## src/rtl/btn_conditioner.sv

```systemverilog
// Multi-channel push-button conditioner: per-channel synchroniser, debounce filter,
// registered press/release pulses and an optional auto-repeat strobe.
module btn_conditioner #(
    parameter int N_CH            = 4,
    parameter int SYNC_STAGES     = 2,
    parameter int DEBOUNCE_CYCLES = 16,
    parameter int REPEAT_DELAY    = 0,
    parameter int REPEAT_RATE     = 1
) (
    input  logic            clk_i,
    input  logic            reset_i,
    input  logic [N_CH-1:0] btn_raw_i,
    output logic [N_CH-1:0] btn_level_o,
    output logic [N_CH-1:0] btn_rise_o,
    output logic [N_CH-1:0] btn_fall_o,
    output logic [N_CH-1:0] btn_repeat_o
);

    localparam int DB_W    = $clog2(DEBOUNCE_CYCLES + 1);
    localparam int RPT_MAX = (REPEAT_DELAY > REPEAT_RATE) ? REPEAT_DELAY : REPEAT_RATE;
    localparam int RPT_W   = $clog2(RPT_MAX + 1);

    localparam logic [DB_W-1:0]  DB_TC    = DB_W'(DEBOUNCE_CYCLES);
    localparam logic [RPT_W-1:0] DELAY_TC = RPT_W'(REPEAT_DELAY);
    localparam logic [RPT_W-1:0] RATE_TC  = RPT_W'(REPEAT_RATE);

    typedef enum logic [1:0] {
        RPT_IDLE,
        RPT_DELAY,
        RPT_REPEAT
    } rpt_state_e;

    logic [SYNC_STAGES-1:0][N_CH-1:0] sync_q;

    always_ff @(posedge clk_i or posedge reset_i) begin
        if (reset_i) begin
            sync_q <= '0;
        end else begin
            sync_q[0] <= btn_raw_i;
            for (int s = 1; s < SYNC_STAGES; s++) begin
                sync_q[s] <= sync_q[s-1];
            end
        end
    end

    for (genvar ch = 0; ch < N_CH; ch++) begin : g_ch
        logic             sync_val;
        logic             stable_q, stable_d;
        logic [DB_W-1:0]  db_cnt_q, db_cnt_d, db_inc;
        logic             rise_q, rise_d;
        logic             fall_q, fall_d;
        logic             rpt_q, rpt_d;
        rpt_state_e       state_q, state_d;
        logic [RPT_W-1:0] rpt_cnt_q, rpt_cnt_d, rpt_inc;

        assign sync_val = sync_q[SYNC_STAGES-1][ch];
        assign db_inc   = db_cnt_q + DB_W'(1);
        assign rpt_inc  = rpt_cnt_q + RPT_W'(1);

        always_comb begin
            stable_d = stable_q;
            db_cnt_d = '0;
            if (sync_val != stable_q) begin
                if (db_inc == DB_TC) begin
                    stable_d = ~stable_q;
                end else begin
                    db_cnt_d = db_inc;
                end
            end
            rise_d = stable_d & ~stable_q;
            fall_d = ~stable_d & stable_q;
        end

        // Decisions use the next level so pulses line up with the level change.
        always_comb begin
            state_d   = state_q;
            rpt_cnt_d = rpt_cnt_q;
            rpt_d     = 1'b0;
            if (!stable_d) begin
                state_d   = RPT_IDLE;
                rpt_cnt_d = '0;
            end else begin
                case (state_q)
                    RPT_IDLE: begin
                        rpt_d = rise_d;
                        if (rise_d && (REPEAT_DELAY != 0)) begin
                            state_d   = RPT_DELAY;
                            rpt_cnt_d = '0;
                        end
                    end
                    RPT_DELAY: begin
                        if (rpt_inc == DELAY_TC) begin
                            rpt_d     = 1'b1;
                            rpt_cnt_d = '0;
                            state_d   = RPT_REPEAT;
                        end else begin
                            rpt_cnt_d = rpt_inc;
                        end
                    end
                    RPT_REPEAT: begin
                        if (rpt_inc == RATE_TC) begin
                            rpt_d     = 1'b1;
                            rpt_cnt_d = '0;
                        end else begin
                            rpt_cnt_d = rpt_inc;
                        end
                    end
                    default: begin
                        state_d   = RPT_IDLE;
                        rpt_cnt_d = '0;
                    end
                endcase
            end
        end

        always_ff @(posedge clk_i or posedge reset_i) begin
            if (reset_i) begin
                stable_q  <= 1'b0;
                db_cnt_q  <= '0;
                rise_q    <= 1'b0;
                fall_q    <= 1'b0;
                rpt_q     <= 1'b0;
                state_q   <= RPT_IDLE;
                rpt_cnt_q <= '0;
            end else begin
                stable_q  <= stable_d;
                db_cnt_q  <= db_cnt_d;
                rise_q    <= rise_d;
                fall_q    <= fall_d;
                rpt_q     <= rpt_d;
                state_q   <= state_d;
                rpt_cnt_q <= rpt_cnt_d;
            end
        end

        assign btn_level_o[ch]  = stable_q;
        assign btn_rise_o[ch]   = rise_q;
        assign btn_fall_o[ch]   = fall_q;
        assign btn_repeat_o[ch] = rpt_q;
    end

endmodule

```

## config.mk

```make
export PLATFORM = sky130hd
export DESIGN_NAME = btn_conditioner
export DESIGN_NICKNAME = d
export VERILOG_FILES = /design/src/rtl/btn_conditioner.sv
export SDC_FILE = /design/constraint.sdc
export NUM_CORES = 1
export LEC_CHECK = 0
export CAP_MARGIN = 5
export CELL_PAD_IN_SITES_DETAIL_PLACEMENT = 0
export CELL_PAD_IN_SITES_GLOBAL_PLACEMENT = 2
export CORE_MARGIN = 5
export CORE_UTILIZATION = 39
export DETAILED_ROUTE_END_ITERATION = 7
export GPL_TIMING_DRIVEN = 0
export HOLD_SLACK_MARGIN = 0.02
export PLACE_DENSITY = 0.88
export SLEW_MARGIN = 20
export SYNTH_ARGS = -nofsm -noshare
export SYNTH_HDL_FRONTEND = slang
export SYNTH_SLANG_ARGS = --single-unit
```

## constraint.sdc

```tcl
create_clock -name clk_i -period 3.95 [get_ports clk_i]
set_input_delay 0.395 -clock clk_i [delete_from_list [all_inputs] [get_ports clk_i]]
set_output_delay 0.395 -clock clk_i [all_outputs]
set_load 0.1 [all_outputs]
```

=== Yosys cells after proc, flatten, opt, wreduce, memory -nomap -nowiden ===
Index checks and enable logic that the tools add are counted.

* Input bits: 6
* Logic and storage cells: 146
* Register bits: 56

* Muxes and demuxes: 52
* Reduce and logical (&&, ||, !) cells: 12
* Bitwise operators: 16
* Equality and inequality tests: 28
* Add/sub/neg operators: 8

{| class="wikitable"
|+ Operators by type and width
! cell !! count
|-
| $mux W5 || 8
|-
| $mux W1 || 24
|-
| $add A5 B1 Y5 const B || 4
|-
| $eq A5 B5 Y1 const B || 4
|-
| $mux W2 || 8
|-
| $ne A2 B2 Y1 const B || 8
|-
| $pmux W2 S2 || 4
|-
| $ne A3 B3 Y1 const B || 4
|-
| $pmux W1 S3 || 4
|-
| $and A1 B1 Y1 || 8
|-
| $eq A2 B1 Y1 const B || 4
|-
| $eq A2 B2 Y1 const B || 4
|-
| $logic_not A2 Y1 || 4
|-
| $not A1 Y1 || 8
|-
| $pmux W1 S2 || 4
|-
| $reduce_and A2 Y1 || 4
|-
| $reduce_or A2 Y1 || 4
|-
| $add A1 B1 Y1 const B || 4
|-
| $ne A1 B1 Y1 || 4
|}

=== Longest topological paths before layout ===
Gate-level depths: netlist of run 1.

* Depth in word-level cells: 7
* Mapped depth: 4
* Gate-level depth less buffers: 4

=== Least setup slack after synthesis of run 1 ===
OpenSTA, ideal clock, no wires.

* Path type: register to register
* From: register g_ch[2].db_cnt_q[0]
* To: register g_ch[2].stable_q
* Data arrival time: 1141 ps
* Stages on the path, launching flop included: 5
* Setup time: 125 ps
* Clock period less this slack: 1266 ps
* Path buffers: 0
* Required time: 3825 ps
* Slack: 2684 ps
* Cell sequence: dfrtp_1 ha_1 nand2_1 a21o_1 mux2_4

* Cells in the longest elaborated chain, start to end: 4

{| class="wikitable"
|+ RTL lines
! element !! line !! RTL
|-
| start: declaration || 49 || <nowiki>logic [DB_W-1:0] db_cnt_q, db_cnt_d, db_inc;</nowiki>
|-
| start signal: assignment || 127 || <nowiki>db_cnt_q <= db_cnt_d;</nowiki>
|-
| $add A5 B1 Y5 || 57 || <nowiki>assign db_inc = db_cnt_q + DB_W'(1);</nowiki>
|-
| $eq A5 B5 Y1 || 64 || <nowiki>if (db_inc == DB_TC) begin</nowiki>
|-
| $mux W1 || 64 ||
|-
| $mux W1 || 63 || <nowiki>if (sync_val != stable_q) begin</nowiki>
|-
| named net g_ch[2].stable_d || 48 || <nowiki>logic stable_q, stable_d;</nowiki>
|-
| end signal: assignment || 126 || <nowiki>stable_q <= stable_d;</nowiki>
|-
| end: declaration || 48 ||
|}

The timed path passes the listed nets, and every way through them passes these cells.
A chain may end at the register's enable or synchronous reset.

=== Worst setup path after layout of run 1 ===
* From: register g_ch[1].stable_q
* To: output btn_level_o[1]

{| class="wikitable"
|+ RTL lines
! element !! line !! RTL
|-
| start: declaration || 48 ||
|-
| start signal: assignment || 126 ||
|-
| end: declaration || 13 || <nowiki>output logic [N_CH-1:0] btn_level_o,</nowiki>
|}

No word-level cell between the ends.

==> results, run 1 <==
- In this run the critical register-to-register path is launched from g_ch[2].db_cnt_q[0].
- Wires add up to 2.89 mm.
- The sum of routed wire segments on met1 is 1.19 mm.
- The finished layout holds 227 standard cells, fillers aside.
- The number of diodes added for antenna fixing is 0.
- The post-route fraction of the period consumed by the critical path is 59.9%.
- Global routing finished with a remaining overflow of 0.
- The final core utilization is 49.4%.
- The initial DRC count is 50.
- Based on the critical path, the design can be clocked at up to 423 MHz.
- The clock reaches the later pin of the worst-skew pair after 290 ps.
- The via count of the first global-routing pass is 1224.
- For this design, the slowest cell found on the critical path is sky130_fd_sc_hd__clkdlybuf4s50_1.
- The first global-routing pass estimated 5.22 mm of wire.
- In this run the register-to-register setup slack is 2570 ps.
- The time the final worst path needs with I/O delays and setup is 2370 ps.
- The count of nets left with antenna violations once routing finished came out at 0.
- Summed over all failing endpoints, the final setup total negative slack is 0 ps.
- The wire length on met2 is 1.48 mm.
- The total nets after synthesis is 155.
- Counting cells, the worst reg-to-reg path comes to 4.
- In this run the critical register-to-register path is captured at g_ch[2].stable_q.
- The cell type with the largest total area after synthesis is sky130_fd_sc_hd__dfrtp_1.
- On the final layout, the worst hold slack is 353 ps.
- The design draws 804 uW.
- Counting instances, the worst hold path has a depth of 0.
- The number of storage elements in the synthesis netlist is 40.
- The core outline area is 4320 sq um.
- After detailed routing, the number of vias per cell comes to 4.93.
- The starting density of the core is 39.9%.
- Detailed routing placed a total of 169 microns of wire on met3.
- Max-cap violations in this run came to 0.
- After detailed routing, the average wire length per cell comes to 12.7 microns.
- The final routed DRC violation total is 0.
- The number of buffers added to fix hold violations after cts is 0.
- The detailed placement HPWL is 2.17 mm.
- The distinct cell type count of the synthesized netlist is 18.
- The die footprint is 5850 sq um.
- Cells with a size suffix above 1 make up 16.6% of the layout.
- The measured slew at the worst slew-check pin is 975 ps.
- The critical path is of the reg -> out type.
- The endpoint kind of the worst setup timing path is an output port.
- The number of nets in the final layout is 184.
- The run finished with clean final reports.
- The number of clock buffers added by TritonCTS is 5.
- From left edge to right edge, the die measures 76.5 microns.
- The first-pass iteration count of the detailed router is 4.
- The CTS tree is built.
- Sorting the synthesized cells by area gives the leading types as sky130_fd_sc_hd__dfrtp_1, sky130_fd_sc_hd__buf_4, sky130_fd_sc_hd__nor3b_1, sky130_fd_sc_hd__xnor2_1, sky130_fd_sc_hd__mux2_4.
- The final hold violation count came to 0.
- The I/O pin count is 22.
- The row count is 24.
- The number of levels the H-tree was split into is 2.
- The signal on the critical path passes through buf_4, clkdlybuf4s50_1.
- Global routing consumed, over all layers together, 11.1% of the routing resources.
- Summed over all cells, the static leakage comes to 0.958 nW.
- The die height is 76.5 microns.
- The terminating pin of the worst hold path is g_ch[3].sync_val.
- Once the clock tree was built, the setup fixing pass inserted 0 buffers.
- The proportion of netlist area held by the largest area contributor is 58.0%.
- The area overhead of the layout relative to synthesis is 23.8%.
- The sequential area share after synthesis is 58.0%.
- The worst slew margin relative to its limit is 34.8%.
- The largest net degree at the start of global routing is 23.
- The power density over cell area is 377 nW/um^2.
- Data arrives at the worst endpoint at 1970 ps.
- Counting the fill cells in the layout gives 398.
- The setup skew after layout is 2.67 ps.
- The number of warnings issued by yosys is 0.
- The worst IR drop on VDD is 0.000235 V.
- The class of the worst hold path is reg -> reg.
- The mean area per synthesized cell is 11.9 sq um.
- Setup repair after global routing left no endpoint under its margin.
- The clock-pin transition on the worst setup and hold timing paths is 70 ps.
- The CTS sink count is 40.
- The final weighted congestion in routability-driven placement is 0.794.
- On the worst path, the slowest cell contributes a delay of 1120 ps.
- Once the clock tree was built, the resizer swapped 0 gates to a different size.
- The clock passes through at most 2 buffers.
- The top metal layer carrying routed signals is met4.
- The number of placed instances, taps included, is 219.
- The total count of max-transition violations in the final report is 0.
- The combined area of all synthesized cells is 1730 sq um.
- Across all layers, the routed design uses 1118 vias.
- The startpoint identified for the worst hold timing path is sync_q[3].
- The required time at the worst-slack endpoint is 3560 ps.
- Of all nets on the critical path, the largest fanout is 5.
- The root buffer cell is sky130_fd_sc_hd__clkbuf_8.
- The number of I/O port buffers is 21.
- Setup violations remaining at the end of the flow were counted as 0.
- The number of antenna violations at the first check in global routing is 0.
- The worst setup path is launched from a register.
- The synthesized instance count is 145.
==> worst max-delay path: cells and delay by family, from the launching register on <==
family	cells	cell delay (ps)
buffers and inverters	2	1250
flip-flops	1	420
==> synthesized netlist by cell type, drive strengths merged <==
master  instances
nor2b           4
xnor2           8
nand3           8
nor2           12
mux2            4
nand3b          4
xor2            4
buf            16
a21oi           4
dfrtp          40
inv             1
nor3b          12
ha              4
nand4           4
o21ai           4
a21o            4
and2b           4
nand2           8
==> stage by stage <==
step	instance area, sq um	setup WS [ps]
final	2140	1580
after global routing	2140	1500
after CTS	2140	1560
after detailed placement	2030	1890
after global placement	2000	1890
after floorplan	1730	2640
==> where the power goes <==
part	internal, mW	switching (mW)
logic	0.0204	0.0214
registers	0.423	0.0146
clock network	0.187	0.137
==> state kept, by name, summed over array words and instances (netlist names) <==
name,cells
g_ch.db_cnt_q,20
g_ch.fall_q,4
g_ch.stable_q,4
g_ch.sync_val,4
sync_q,4
g_ch.rise_q,2
g_ch.rpt_q,2
==> cells in the final DEF (no fill, tap or decap), drive strengths merged <==
cell type      synthesis  final
o21ai                  4      4
a21oi                  4      4
bufinv                 0      1
nand2                  8      8
dfrtp                 40     40
nand3                  8      8
inv                    1      1
buf                   16     17
and2b                  4      4
nor2b                  4      4
xor2                   4      4
ha                     4      4
nand4                  4      4
nor3b                 12     12
clkdlybuf4s50          0     21
clkinv                 0      1
a21o                   4      4
nand3b                 4      4
xnor2                  8      8
nor2                  12     12
clkbuf                 0      6
mux2                   4      4
==> cells by family (layout without fill, tap and decap cells) <==
kind of cell | Yosys count | after routing | share of synthesized area [%]
and+or+nand+nor | 56 | 56 | 18.3
DFF | 40 | 40 | 58.0
buffers and inverters | 17 | 47 | 7.18
AOI/OAI and AO/OA | 12 | 12 | 4.06
xor gates and xnor gates | 12 | 12 | 6.09
adders and majority gates | 4 | 4 | 2.90
muxes | 4 | 4 | 3.48
==> worst max path at each step <==
stage,slack [ps],start,end,depth (start not counted)
CTS,1560,g_ch[1].stable_q,btn_level_o[1],2
global route,1500,g_ch[1].stable_q,btn_level_o[1],2
floorplan,2640,reset_i,g_ch[0].db_cnt_q[0],1
detailed placement,1890,g_ch[1].stable_q,btn_level_o[1],2
finish,1580,g_ch[1].stable_q,btn_level_o[1],2
global placement,1890,reset_i,g_ch[0].rise_q,2
==> layout make-up <==
cell class / instances / area (sq um) / share of cell area [%]
buffer: 16 / 120 / 5.62
clock buffer: 6 / 72.6 / 3.40
clock inverter: 2 / 35.0 / 1.64
inverter: 1 / 3.75 / 0.176
multi-input combinational: 88 / 601 / 28.1
sequential: 40 / 1000 / 46.9
tap: 52 / 65.1 / 3.05
timing repair buffer: 22 / 238 / 11.1
==> per-layer routing <==
metal / track usage, % / vias up
li1: - / 533
met1: 12.2 / 549
met2: 19.2 / 30
met3: 4.26 / 6
met4: 4.55 / 0
met5: 0 / -
No activity file was read; power rests on OpenSTA's default activity.
==> run 2, diff against run 1 <==
CORE_UTILIZATION = 36   (was 39)
PLACE_DENSITY = 0.82   (was 0.88)
clock period = 2.2 ns   (was 3.95 ns; I/O delays follow)
==> run 2 against run 1 <==
Net effect:
- wire length is 5.0% lower
- non-clock buffer count unchanged
- critical path depth stayed put
==> results, run 2 (synthesis results as in run 1) <==
- The time the final worst path needs with I/O delays and setup is 2070 ps.
- The initial DRC count is 75.
- In this run the vertical extent of the chip is 79.2 microns.
- Clock-pin slew was measured on the worst setup and hold paths at 70 ps.
- The post-placement setup slack is 311 ps.
- The final hold violation count is 0.
- By startpoint and endpoint, the worst setup path is classified as reg -> out.
- The run finished with clean final reports.
- The core outline area is 4690 sq um.
- The number of clock buffers added by TritonCTS is 5.
- Measured along the x axis, the die boundary spans 79.2 microns.
- The final routed DRC violation total is 0.
- In the layout the commonest cells are sky130_fd_sc_hd__dfrtp_1, sky130_fd_sc_hd__clkdlybuf4s50_1, sky130_fd_sc_hd__buf_4.
- The number of diodes added for antenna fixing is 0.
- The minimum setup slack in the final design is 125 ps.
- The HPWL after detailed placement is 1.97 mm.
- The final cell count without fillers is 229.
- The logic depth of the worst register-to-register path is 4.
- The final design area excluding fillers is 2120 sq um.
- The number of nets still failing antenna checks after routing is 0.
- Cells with a size suffix above 1 make up 16.0% of the layout.
- The via count of the first global-routing pass is 1104.
- The critical path starts at g_ch[1].rpt_q.
- The first-pass iteration count of the detailed router is 4.
- The register with the most flip-flops in the layout has 20 of them.
- Across all layers, the routed design uses 1084 vias.
- Summing all placed instances gives a cell area of 2030 sq um.
- For this design the top-level I/O count stands at 22.
- The longest clock path from root to sink contains 2 buffers.
- The register with the most flip-flops is g_ch.db_cnt_q.
- Summed over all failing endpoints, the final setup total negative slack is 0 ps.
- The largest net degree at the start of global routing is 25.
- Setup violations remaining at the end of the flow were counted as 0.
- The post-route fraction of the period consumed by the critical path is 94.3%.
- The library cell used most frequently in the layout, excluding fill and tap cells, is sky130_fd_sc_hd__dfrtp_1.
- The global-route congestion overflow total is 0.
- The endpoint of the worst register-to-register path is g_ch[3].stable_q.
- At the worst endpoint, the arrival time is 1850 ps.
- On the final layout, the worst clock skew is 2.02 ps.
- After detailed placement, the design holds a cell count of 221.
- The overall routing resource usage is 9.90%.
- The sum of routed wire length over all layers is 2.74 mm.
- The root buffer cell is sky130_fd_sc_hd__clkbuf_8.
- Walking the worst path, the cells encountered are buf_4, clkdlybuf4s50_1.
- The number of antenna violations at the first check in global routing is 0.
- Across all register-to-register paths, the minimum setup slack is 810 ps.
- The largest fanout of any net on the critical path is 2.
- In this run the power density over the cells is 636 nW/um^2.
- The area overhead of the layout relative to synthesis is 23.1%.
- Dividing the detail-routed via count by the number of cells gives 4.73.
- The critical path's largest stage delay is 1120 ps.
- The tree built by TritonCTS fans out to 40 sinks.
- The starting density of the core is 36.8%.
- For this run, the top clock speed supported by timing is 482 MHz.
- The die covers 6280 sq um.
- For the worst setup path, the data required time is 1980 ps.
- For this design, the slowest cell found on the critical path is sky130_fd_sc_hd__clkdlybuf4s50_1.
- For this design the static power due to leakage is 0.996 nW.
- The total count of max-transition violations in the final report came to 0.
- In this run the worst hold path is classified as in -> async.
- Measured against its own limit, the worst slew margin works out to 35.2%.
- The wire length of the first global-routing pass is 4.84 mm.
- Across the VDD grid, the largest voltage drop is 0.000301 V.
- The measured slew at the worst slew-check pin is 969 ps.
- At the end of routability-driven placement, the weighted congestion stood at 0.751.
- Setup repair after global routing left no endpoint under its margin.
- STA classifies the critical path endpoint as an output port.
- The worst reg2reg path startpoint is g_ch[3].db_cnt_q[0].
- The tool flagged a number of max-cap violations equal to 0.
- The number of levels the H-tree was split into is 2.
- TritonCTS built the clock tree.
- The clock latency at the later pin of the worst-skew pair is 280 ps.
- In the final routed layout, each cell accounts on average for 12.0 microns.
- The element type at the critical path start is a register.
- During placement, the flow inserted port buffers numbering 21.
- The row count is 25.
- The final-layout worst hold slack is 234 ps.
- The number of nets in the final layout is 184.
==> run 2: cell count changes in the layout (fill, tap and decap cells not counted), sizes merged <==
cell,change
clkdlybuf4s50,-4
clkbuf,+2
dlygate4sd2,+2
dlymetal6s2s,+2
bufinv,-1
clkinv,-1
==> run 2: final cells by class <==
type | instances | area [sq um]
inverters | 1 | 3.75
fillers | 443 | 2570
multi-input cells | 88 | 601
well taps | 54 | 67.6
clock buffers | 8 | 90.1
repair buffers | 22 | 240
plain buffers | 16 | 120
flip-flops and latches | 40 | 1000
==> run 2: worst max-delay path by stage <==
stage | to | slack, ps
final | btn_repeat_o[1] | 130
after CTS | btn_level_o[0] | 10
after detailed placement | btn_level_o[2] | 310
after global routing | btn_rise_o[0] | 50
after global placement | g_ch[1].db_cnt_q[0] | 230
after floorplan | g_ch[2].stable_q | 930
==> run 2: worst max-delay path: cells and delay by family, from the launching register on <==
family / cells / cell delay, ps
flops: 1 / 350
buf+inv: 2 / 1220
==> run 2: metrics by stage <==
| step | power [mW] | utilization [%] |
|---|---|---|
| detailed placement | 0.876 | 43.3 |
| global route | 1.41 | 45.3 |
| global placement | 0.865 | 42.7 |
| finish | 1.35 | 45.3 |
| floorplan | 0.844 | - |
| CTS | 1.38 | 45.1 |
==> run 2: timing repair <==
item / 4_1_cts / 5_1_grt
hold buffers: 0 / 0
gates resized for setup: 2 / 2
endpoints found under the setup margin: 2 / 2
setup buffers: 0 / 0
pin swaps: 0 / 0
==> run 2: power by group <==
group          internal [mW]  total [mW]  switching (mW)
logic                 0.0363      0.0740          0.0377
clock network          0.256       0.489           0.234
registers              0.760       0.787          0.0264
total                   1.05        1.35           0.298
==> run 2: layer usage <==
| layer | up-vias | part of all wire [%] | track usage (%) |
|---|---|---|---|
| li1 | 531 | - | - |
| met1 | 520 | 43 | 11.0 |
| met2 | 26 | 50 | 16.7 |
| met3 | 7 | 4.9 | 3.40 |
| met4 | 0 | 2.2 | 5.15 |
| met5 | - | 0 | 0 |
==> run 3, diff against run 2 <==
ABC_CLOCK_PERIOD_IN_PS = 2200   (was not set)
REMOVE_ABC_BUFFERS = 1   (was not set)
==> run 3 against run 2 <==
Net effect:
- critical endpoint is now btn_level_o[0]
- utilization is 2.3 points lower
- fmax is 1.7% lower
- power is 6.8% higher
- highest routed layer unchanged
- first-iteration DRC count is 44% lower
- wire length is 2.1% lower
- non-clock buffer count is 16 lower
- register-to-register slack better by 30 ps
==> results, run 3 (synthesis results as in run 1) <==
- At the end of the flow, the number of nets in the layout was 168.
- The count of nets left with antenna violations once routing finished came out at 0.
- The worst setup path is captured at an output port.
- The setup skew after layout is 4.56 ps.
- The number of buffers added to fix hold violations after cts is 0.
- The CTS sink count is 40.
- The final routed DRC violation total is 0.
- Max-cap violations in this run came to 0.
- Walking the worst path, the cells encountered are clkdlybuf4s50_1.
- The final-layout worst hold slack is 186 ps.
- The register with the most flip-flops is g_ch.db_cnt_q.
- Grouping stages by cell kind, the critical path spends the most delay in buffers and inverters.
- The final number of setup-violating endpoints is 0.
- The post-cts gate resize count is 0.
- The initial DRC count is 42.
- The flow ran to the end, and the final reports show no timing, DRC or antenna violations.
- The worst slew margin relative to its limit is 34.1%.
- The worst-case IR drop observed on VDD is 0.000509 V.
- The average via count per standard cell is 4.78.
- The total count of max-transition violations in the final report is 0.
- The final hold violation count is 0.
- With fillers left out, the area of the finished cells amounts to 2010 sq um.
- In this run the power density over the cells is 715 nW/um^2.
- The I/O pin count is 22.
- The floorplan has 25 rows.
- The reported leakage power is 0.866 nW.
- The detailed router placed 1018 vias in this run.
- Buffers added to address setup during post-CTS repair amount to 0.
- The first detailed-routing pass ran for 4 iterations.
- The die is 79.2 microns wide.
- The time the final worst path needs with I/O delays and setup is 2110 ps.
- The post-route fraction of the period consumed by the critical path is 95.9%.
- The number of antenna violations at the first check in global routing was 0.
- The area used by sequential logic in the layout is 1000 sq um.
- The root buffer cell is sky130_fd_sc_hd__clkbuf_8.
- Leaving out fill and tap cells, the most frequent cells in the layout are sky130_fd_sc_hd__dfrtp_1, sky130_fd_sc_hd__clkdlybuf4s50_1, sky130_fd_sc_hd__nor2_1, sky130_fd_sc_hd__nor3b_1.
- The placed instances occupy a cell area of 1900 sq um.
- The minimum setup slack in the final design is 89.1 ps.
- The global-route congestion overflow total is 0.
- The congestion estimate from routability-driven global placement came to 0.724.
- The multi-input combinational cells in the finished layout cover a total of 601 sq um.
- The clock passes through at most 2 buffers.
- The required time at the worst-slack endpoint is 1980 ps.
- The average routed wire per standard cell is 12.6 microns.
- The library cell contributing the largest single delay on the critical path is sky130_fd_sc_hd__clkdlybuf4s50_1.
- The number of I/O port buffers is 21.
- The core outline area is 4690 sq um.
- The data arrival at the endpoint of the critical path is 1890 ps.
- The category of the critical setup timing path is reg -> out.
- The die footprint is 6280 sq um.
- The worst setup path startpoint is g_ch[0].stable_q.
- The number of clock buffers added by TritonCTS is 5.
- The number of levels the H-tree was split into is 2.
- The via count of the first global-routing pass is 1086.
- The worst setup path is launched from a register.
- For this block, the routed nets add up to 2.68 mm of wire.
- Setup repair after global routing left no endpoint under its margin.
- The CTS tree is built.
- The final-layout setup total negative slack is 0 ps.
- Timing analysis after detailed placement gives a worst setup slack of 410 ps.
- The area overhead of the layout relative to synthesis is 16.8%.
- At the later pin of the worst-skew pair, clock insertion delay measures 290 ps.
- From bottom edge to top edge, the die measures 79.2 microns.
- For this run, the share of the core covered by cells in the final layout is 42.9%.
- The measured slew at the worst slew-check pin is 986 ps.
- The number of flip-flops under the largest register name is 20.
- The path class of the tightest hold or removal check is in -> async.
- The startpoint identified for the worst register-to-register timing path is g_ch[1].db_cnt_q[0].
- The critical path's largest stage delay is 1180 ps.
- After legalization and detailed placement, the total HPWL measured 1.99 mm.
- The largest fanout of any net on the critical path is 5.
- The initial utilization of the core area, before any placement, comes to 36.8%.
- 0 antenna diodes ended up in the layout.
- The share of final-layout standard cells stronger than drive strength 1 is 8.81%.
- The library cell used most frequently in the layout, excluding fill and tap cells, is sky130_fd_sc_hd__dfrtp_1.
- The wire length of the first global-routing pass is 4.83 mm.
- Counting both buffers and inverters, the worst setup path holds a total of 1.
- After clock tree synthesis, the clock-pin slew on the worst setup and hold paths is 80 ps.
- Derived from the worst setup path, the maximum achievable clock frequency is 474 MHz.
- The overall routing resource usage is 9.93%.
- The filler cells instantiated in the layout total 444.
- The largest net degree at the start of global routing is 31.
-- run 3: cell count changes in the layout (fill, tap and decap cells not counted), moves of 2 or more --
cell,before,now
sky130_fd_sc_hd__dlygate4sd2_1,2,0
sky130_fd_sc_hd__clkdlybuf4s50_1,17,21
sky130_fd_sc_hd__buf_4,16,0
sky130_fd_sc_hd__dlymetal6s2s_1,2,0
sky130_fd_sc_hd__clkbuf_1,2,0
-- run 3: power breakdown --
group          switching (mW)  leakage [nW]  internal [mW]
clock                   0.247        0.0541          0.335
sequential             0.0261         0.530          0.760
combinational          0.0374         0.282         0.0353
total                   0.311         0.866           1.13
-- run 3: worst register-to-register path: cells and delay by family, from the launching register on --
family / cells / cell delay (ps)
and+or+nand+nor: 1 / 100
DFF: 1 / 430
AOI/OAI and AO/OA: 1 / 160
muxes: 1 / 310
adders and majority gates: 1 / 260
-- run 3: routing by layer --
metal  up-vias  global-route usage (%)  wire length (microns)
met5         -                       0                      0
met3         4                    3.40                    135
li1        500                       -                      -
met4         0                    5.15                     48
met2        20                    16.9                   1390
met1       494                    10.9                   1110
-- run 3: final timing paths --
kind,to,slack [ps],cells past startpoint
setup / recovery,btn_level_o[0],90,1
hold / removal,sync_q[1],190,2
setup reg to reg,g_ch[1].stable_q,840,4
hold reg to reg,g_ch[2].sync_val,350,0
max in group asynchronous,g_ch[2].db_cnt_q[3],1590,3
min in group clk_i,g_ch[2].sync_val,350,0
-- run 3: final cells by class --
type / instances / area share [%]
multi-input cells: 88 / 29.8
inverters: 1 / 0.186
flip-flops and latches: 40 / 49.7
well taps: 54 / 3.35
clock buffers: 5 / 3.42
repair buffers: 22 / 11.4
clock inverters: 3 / 2.11
-- run 3: stage by stage --
| stage | std cells | total power [mW] |
|---|---|---|
| 2_1_floorplan | 129 | 0.844 |
| 3_3_place_gp | 204 | 0.866 |
| 3_5_place_dp | 205 | 0.875 |
| 4_1_cts | 213 | 1.46 |
| 5_1_grt | 213 | 1.52 |
| 6_report | 213 | 1.44 |
==> variant (config.mk and constraints of run 3) <==
The parameter `N_CH` goes from 4 to 8.
--- a/src/rtl/btn_conditioner.sv
+++ b/src/rtl/btn_conditioner.sv
@@ -1,7 +1,7 @@
 // Multi-channel push-button conditioner: per-channel synchroniser, debounce filter,
 // registered press/release pulses and an optional auto-repeat strobe.
 module btn_conditioner #(
-    parameter int N_CH            = 4,
+    parameter int N_CH            = 8,
     parameter int SYNC_STAGES     = 2,
     parameter int DEBOUNCE_CYCLES = 16,
     parameter int REPEAT_DELAY    = 0,
Interface: changed (5 resized); port bits go from 22 to 42. The function was not compared with the original's and may differ.
==> variant against run 3 <==
  * Total power rose by 97%
  * Area after synthesis rose by 100%
  * Worst setup slack improved by 0.045 ns
  * Wire length rose by 110%
  * Maximum frequency rose by 2.2%
  * Sequential cell count rose by 40
  * Design area rose by 100%
  * Via count rose by 100%
  * Critical path type unchanged
==> variant: results (changes against run 3) <==
run_status: "finished clean"  # unchanged
synth-seq-area-share: 0.577  # was 0.580
fraction_of_synthesized_cell_area_in_xor_and_xnor_cells: 0.0605  # was 0.0609
synth_cell_types: 30  # was 18
number_of_vias_in_the_routed_layout: 2050  # was 1,018
static-leakage-power_nw: 1.84  # was 0.866 nW
slowest_cell_delay_on_critical_path_ns: 1.14  # was 1.18 ns
r2r_slack_ns: 0.77  # was 0.84 ns
place_congestion: 0.788  # was 0.724
grt_start_max_net_pins: 55  # was 31
ir_drop_mv: 0.312  # was 0.509 mV
crit_arrival_ns: 1.85  # was 1.89 ns
ff2ff_path_depth: 4  # unchanged
post_route_cells_drive_above_1_share: 0.0883  # was 0.0881
total_of_buffers_placed_on_input_and_output_ports: 41  # was 21
regToRegStartpoint: "g_ch[7].db_cnt_q[0]$_DFF_PP0_"  # was g_ch[1].db_cnt_q[0]$_DFF_PP0_
rr_endpoint: "g_ch[7].stable_q$_DFF_PP0_"  # was g_ch[1].stable_q$_DFF_PP0_
grt_use_total: 0.101  # was 0.0993
max_ffs_per_register: 40  # was 20
path_max_fanout: 2  # was 5
first_iter_violations: 43  # was 42
cts_inserted_buffers: 9  # was 5
finClkSkew_ns: 0.00662  # was 0.00456 ns
class_of_the_most_critical_hold_timing_path: "in2async"  # unchanged
clock_tree.root_cell: "sky130_fd_sc_hd__clkbuf_8"  # unchanged
drtPass1Iterations: 6  # was 4
yosys.area_share.adder: 0.0288  # was 0.0290
via_count_of_the_first_global_routing_pass: 2001  # was 1,086
num-nets-final: 331  # was 168
num-fill-cells: 890  # was 444
netlist_top_cells_count: "80 x sky130_fd_sc_hd__dfrtp_1, 32 x sky130_fd_sc_hd__buf_4, 23 x sky130_fd_sc_hd__nor2_1"  # was 40 x sky130_fd_sc_hd__dfrtp_1, 16 x sky130_fd_sc_hd__buf_4, 12 x sky130_fd_sc_hd__nor2_1, 12 x sky130_fd_sc_hd__nor3b_1
place.detailed.instances: 431  # was 205
global_route_wire_length_before_repair_mm: 9.34  # was 4.83 mm
clock_tree.htree_level_count: 3  # was 2
worst-slew-pin-transition_ns: 0.984  # was 0.986 ns
cts_resized: 2  # was 0
layout.cells.non_filler: 446  # was 213
synthMuxAreaShare: 0.0303  # was 0.0348
route.detailed.wl_per_inst_um: 12.3  # was 12.6 um
ys_top_cells_by_area: "sky130_fd_sc_hd__dfrtp_1 58%, sky130_fd_sc_hd__buf_4 6.9%, sky130_fd_sc_hd__nor3b_1 4.3%"  # was sky130_fd_sc_hd__dfrtp_1 58%, sky130_fd_sc_hd__buf_4 7.0%, sky130_fd_sc_hd__nor3b_1 5.2%
clock_latency_ns: 0.35  # was 0.29 ns
syn-mean-instance-area_um2: 11.9  # about the same
variant: cell types whose count changed after synthesis, sizes merged, moves of 7 or more:
cell   delta
nor2b    +10
xnor2     +8
dfrtp    +40
nor2     +11
a21oi     +8
nor3b     +8
buf      +16
nand3     +7
nand2     +8
variant: final cells by class:
cell class	count	share of cell area
multi-input combinational	179	0.303
clock inverter	4	0.0173
sequential	80	0.495
tap	129	0.0399
timing repair buffer	42	0.111
inverter	1	0.00155
clock buffer	11	0.0325
variant: worst max-delay path by stage:
stage	startpoint	to	slack, ns	cells past startpoint
after floorplan	reset_i	g_ch[0].db_cnt_q[0]$_DFF_PP0_	-0.07	1
after global placement	reset_i	g_ch[3].stable_q$_DFF_PP0_	-1.38	2
after detailed placement	g_ch[6].stable_q$_DFF_PP0_	btn_level_o[6]	0.40	1
after CTS	g_ch[0].stable_q$_DFF_PP0_	btn_level_o[0]	0.003	1
after global routing	g_ch[3].rise_q$_DFF_PP0_	btn_rise_o[3]	0.05	1
final	g_ch[0].rpt_q$_DFF_PP0_	btn_rise_o[0]	0.13	1
variant: cell families after synthesis:
group	count (synthesis)
mux	8
simple gates	110
flops	80
compound gates	29
fa+ha+maj	8
buf+inv	33
xor+xnor	24
variant: metrics by stage:
step	hold slack, ns	area, um2	setup slack, ns	power [W]
after floorplan	0.251	3230	-0.0717	0.00169
after global placement	0.334	3800	-1.38	0.00174
after detailed placement	0.336	3830	0.402	0.00175
after CTS	0.204	4030	0.00314	0.00290
after global routing	0.224	4050	0.0470	0.00298
final	0.207	4050	0.134	0.00284
variant: routing by layer:
layer  GRT usage  vias to the layer above  routed length [um]
li1            -                     1006                   -
met1       0.133                      987                2620
met2       0.147                       51                2440
met3      0.0460                        6                 376
met4      0.0325                        0                  68
met5           0                        -                   0
variant: where the power goes:
| part | internal, W | switching, W |
|---|---|---|
| Clock | 0.000630 | 0.000489 |
| Sequential | 0.00152 | 0.0000537 |
| Combinational | 0.0000676 | 0.0000752 |
